### config.mk
export PLATFORM = sky130hd
export DESIGN_NAME = reg_status_bank
export DESIGN_NICKNAME = d
export VERILOG_FILES = /design/src/rtl/reg_status_bank.sv
export SDC_FILE = /design/constraint.sdc
export NUM_CORES = 1
export LEC_CHECK = 0
export CORE_UTILIZATION = 40
export CTS_BUF_LIST = sky130_fd_sc_hd__clkbuf_16
export DETAILED_ROUTE_END_ITERATION = 8
export DONT_BUFFER_PORTS = 1
export GPL_TIMING_DRIVEN = 0
export PLACE_DENSITY = 0.63
export SYNTH_ARGS = -nofsm -noshare
export SYNTH_HDL_FRONTEND = slang
export SYNTH_SLANG_ARGS = --single-unit
### constraint.sdc
create_clock -name CLK -period 12.55 [get_ports CLK]
set_input_delay 0.6275 -clock CLK [delete_from_list [all_inputs] [get_ports CLK]]
set_output_delay 0.6275 -clock CLK [all_outputs]
set_load 0.005 [all_outputs]
### src/rtl/reg_status_bank.sv
// rtl/reg_status_bank.sv - Tomasulo register file with Qi tag table and CDB forwarding
module reg_status_bank #(
  parameter int NREG = 8,
  parameter int DW   = 16,
  parameter int TW   = 4,
  localparam int AW  = $clog2(NREG)
) (
  input  logic             CLK,
  input  logic             CLR,
  input  logic [TW+DW-1:0] cdb_in,
  input  logic             cdb_wren,
  input  logic [AW-1:0]    cdb_rd,
  input  logic             issue_en,
  input  logic [AW-1:0]    issue_rd,
  input  logic [TW-1:0]    issue_tag,
  input  logic [AW-1:0]    rs_a,
  input  logic [AW-1:0]    rs_b,
  output logic [DW-1:0]    va,
  output logic [TW-1:0]    qa,
  output logic [DW-1:0]    vb,
  output logic [TW-1:0]    qb,
  input  logic             init_en,
  input  logic [AW-1:0]    init_addr,
  input  logic [DW-1:0]    init_data,
  output logic [NREG-1:0]  busy_mask,
  output logic [7:0]       stale_cnt
);

  logic [DW-1:0] val [NREG];
  logic [TW-1:0] tag [NREG];

  logic [TW-1:0] cdb_tag;
  logic [DW-1:0] cdb_data;
  logic          cdb_valid;
  logic          cdb_hit;
  logic          cdb_stale;

  assign cdb_tag   = cdb_in[TW+DW-1:DW];
  assign cdb_data  = cdb_in[DW-1:0];
  assign cdb_valid = cdb_wren && (cdb_tag != '0);
  assign cdb_hit   = cdb_valid && (tag[cdb_rd] == cdb_tag);
  // A CDB write swallowed by a same-register init is neither applied nor stale.
  assign cdb_stale = cdb_valid && !cdb_hit && !(init_en && (init_addr == cdb_rd));

  always_ff @(posedge CLK or posedge CLR) begin
    if (CLR) begin
      for (int i = 0; i < NREG; i++) begin
        val[i] <= '0;
        tag[i] <= '0;
      end
      stale_cnt <= '0;
    end else begin
      for (int i = 0; i < NREG; i++) begin
        if (init_en && (init_addr == AW'(i))) begin
          val[i] <= init_data;
          tag[i] <= '0;
        end else begin
          if (cdb_hit && (cdb_rd == AW'(i))) begin
            val[i] <= cdb_data;
            tag[i] <= '0;
          end
          // Issue rename is applied after the CDB clear so it wins the tag.
          if (issue_en && (issue_tag != '0) && (issue_rd == AW'(i)))
            tag[i] <= issue_tag;
        end
      end
      if (cdb_stale && (stale_cnt != 8'hFF))
        stale_cnt <= stale_cnt + 8'd1;
    end
  end

  always_comb begin
    va = val[rs_a];
    qa = tag[rs_a];
    vb = val[rs_b];
    qb = tag[rs_b];
    if (cdb_valid && (tag[rs_a] == cdb_tag)) begin
      va = cdb_data;
      qa = '0;
    end
    if (cdb_valid && (tag[rs_b] == cdb_tag)) begin
      vb = cdb_data;
      qb = '0;
    end
  end

  always_comb begin
    busy_mask = '0;
    for (int i = 0; i < NREG; i++)
      busy_mask[i] = (tag[i] != '0);
  end

endmodule

==> impl_metrics.ini <==
[placed_design]
place_congestion = 0.928
dpl.hpwl_um = 28100
place_inst = 1517
io_buffers = 0

[cells_and_area]
instances_no_fill = 1549
syn_to_final_growth_pct = 9.70
drive_gt1_frac = 0.133
diodes = 0
fin_nets = 1225

[synthesis]
yosysTopAreaCellShare = 0.374
syn-num-nets = 1205
netlist_instances = 1144
synth_area_um2 = 11200
synth_top_area_cell = dfrtp_1
synthFlopType = dfrtp_1
synth_cell_types = 46
synth_edf_count = 0
avgSynthCellArea_um2 = 9.82
async_reset_ff_frac = 1.00
ys_seq_area_frac = 0.374
synth_area_leaders = dfrtp_1, mux4_2, mux2i_1
synth-seq-cells = 168
yosysWarnings = 0

[sta]
skew_ns = 0.0118
timing.fmax_ghz = 0.258
worst_pin_slew_ns = 1.32
fin_crit_ns = 3.88
fin_setup_tns_ns = 0
maxSlewHeadroom = 0.107
finalHoldViolations = 0
rsz0062_at_grt = no
min_period_over_period = 0.309
slew_viol_final = 0
finalSetupViolCount = 0

[clock_network]
hold_buffers = 0
cts_setup_buffers = 0
clock_sinks = 168
cts_tree = yes
clk_pin_slew_ns = 0.06
cts_max_level = 4
post_cts_resize_count = 0
clk_path_buf_depth = 2
cts_root_buffer = clkbuf_16
worstSkewPairLatency_ns = 0.44
cts_buffers = 17

[global_routing]
grt_usage = 0.296
gr-total-overflow = 0
antenna_found_initial = 1
grt_pass1_wl_um = 61900
grt_start_max_net_pins = 123
grt_pass1_vias = 9733

[floorplan]
die_w_um = 170
start_util = 0.412
die_h_um = 170
rows = 60
dieArea_um2 = 28800
core_area_um2 = 27300
io_pins = 116

[routing]
postRouteAntennaNets = 0
dr.pass1.iters = 9
vias = 10000
wl_um = 41300
drtIter0Drc = 1221
routed_via_density = 6.48
wl_per_cell_um = 26.7
drc_errors = 0

[setup_path]
cp_max_fo = 10
worstPathArrival_ns = 3.25
setup.worst_path.end = va[14]
critPathLaunchType = primary input
criticalPathCategory = primary input to output port
crit_start = rs_a[1]
cp-end-kind = output port
worstPathRequired_ns = 11.92
ff2ff_setup_slack_ns = 9.92
ff2ff_path_depth = 9
reg2reg_to = val[9]
r2r_start = tag[2]

[status]
outcome = finished, final reports clean

[power_and_ir_drop]
p_seq_frac = 0.428
p_leak_uw = 0.00518
clkPwrFrac = 0.304
intPower_uw = 1190
sw_frac_of_total = 0.334
netSwitchingPower_uw = 599
peakVddDrop_uv = 93.7
power_density_nw_per_um2 = 146
combPwrFrac = 0.267

[flow_run]
maxCapViolCount = 0

[hold_path]
hold_path.class = primary input to asynchronous set/reset pin
-- critical path, cell delays in order --
cell	delay, ns
buf_1	0.52
mux4_2	0.41
mux2i_1	0.29
xnor2_1	0.16
nor2_1	0.10
nand2_1	0.33
buf_2	0.39
nor2_1	0.07
a21oi_1	0.34
-- through the flow --
stage	power, uW	area [um2]	worst slack [ns]	utilization	hold WS [ns]
floorplan	1110	11200	7.38	-	0.481
global placement	1230	11700	5.10	0.429	0.505
detailed placement	1250	11700	8.74	0.431	0.501
CTS	1790	12300	8.70	0.452	0.0422
global route	1880	12300	8.66	0.452	0.0532
finish	1790	12300	8.67	0.452	0.0317
-- final cells by class --
type | instances | area [um2]
fillers | 2578 | 14900
multi-input cells | 843 | 6440
flip-flops and latches | 168 | 4200
plain buffers | 130 | 581
well taps | 372 | 465
clock buffers | 17 | 425
clock inverters | 15 | 164
repair buffers | 1 | 27.5
inverters | 3 | 18.8
-- power by group through the flow --
stage               clock, uW  sequential [uW]  combinational (uW)
floorplan                   0              733                 379
global placement            0              766                 465
detailed placement          0              771                 475
CTS                       546              763                 477
global route              570              781                 524
finish                    546              768                 479
-- layout by cell type (no fill, tap or decap), drive strengths merged, types with 3 or more instances in the layout --
cell    netlist  final
dfrtp       168    168
nor2        165    165
a21oi       157    157
mux2i       119    119
clkbuf       70     87
mux4         80     80
buf          60     61
a31oi        53     53
o21ai        48     48
nand3        38     38
nand2        36     36
and3         22     22
xnor2        17     17
a221o        16     16
nand4        13     13
o211ai       12     12
inv           3     10
or4           8      8
a22oi         8      8
nand2b        7      7
nor2b         6      6
nor3          6      6
and2          5      5
nand3b        5      5
or3           5      5
a22o          4      4
clkinv        0      4
or2           3      3
-- metal layers --
metal	global-route usage	share of wire	vias up
li1	-	-	4302
met1	0.398	0.40	4988
met2	0.439	0.45	632
met3	0.0919	0.11	106
met4	0.121	0.037	2
met5	0.0243	0.0022	-
-- worst min path at each step --
stage,start,endpoint,depth (start not counted)
after floorplan,stale_cnt[4],stale_cnt[4],1
after global placement,stale_cnt[6],stale_cnt[6],1
after detailed placement,CLR,stale_cnt[2],1
after CTS,CLR,stale_cnt[2],1
after global routing,CLR,stale_cnt[6],1
final,CLR,stale_cnt[1],1
-- synthesized netlist by cell type, types with 6 or more instances --
master	n
a21oi_1	156
a221o_1	16
a22oi_1	7
a31oi_1	53
and3_1	22
buf_1	26
buf_2	23
buf_6	6
clkbuf_1	70
dfrtp_1	168
mux2i_1	119
mux4_2	80
nand2_1	36
nand2b_1	7
nand3_1	38
nand4_1	12
nor2_1	164
o211ai_1	12
o21ai_0	47
or4_1	8
xnor2_1	17
-- registers in the layout (all words and copies together) (netlist names) --
name       cells
val          128
tag           32
stale_cnt      8
-- logic make-up after synthesis --
family,Yosys count,synth area share
simple gates,320,0.133
compound gates,304,0.158
mux,200,0.267
flops,168,0.374
buf+inv,133,0.0527
xor+xnor,18,0.0140
fa+ha+maj,1,0.00111
No activity file was read; power rests on OpenSTA's default activity.
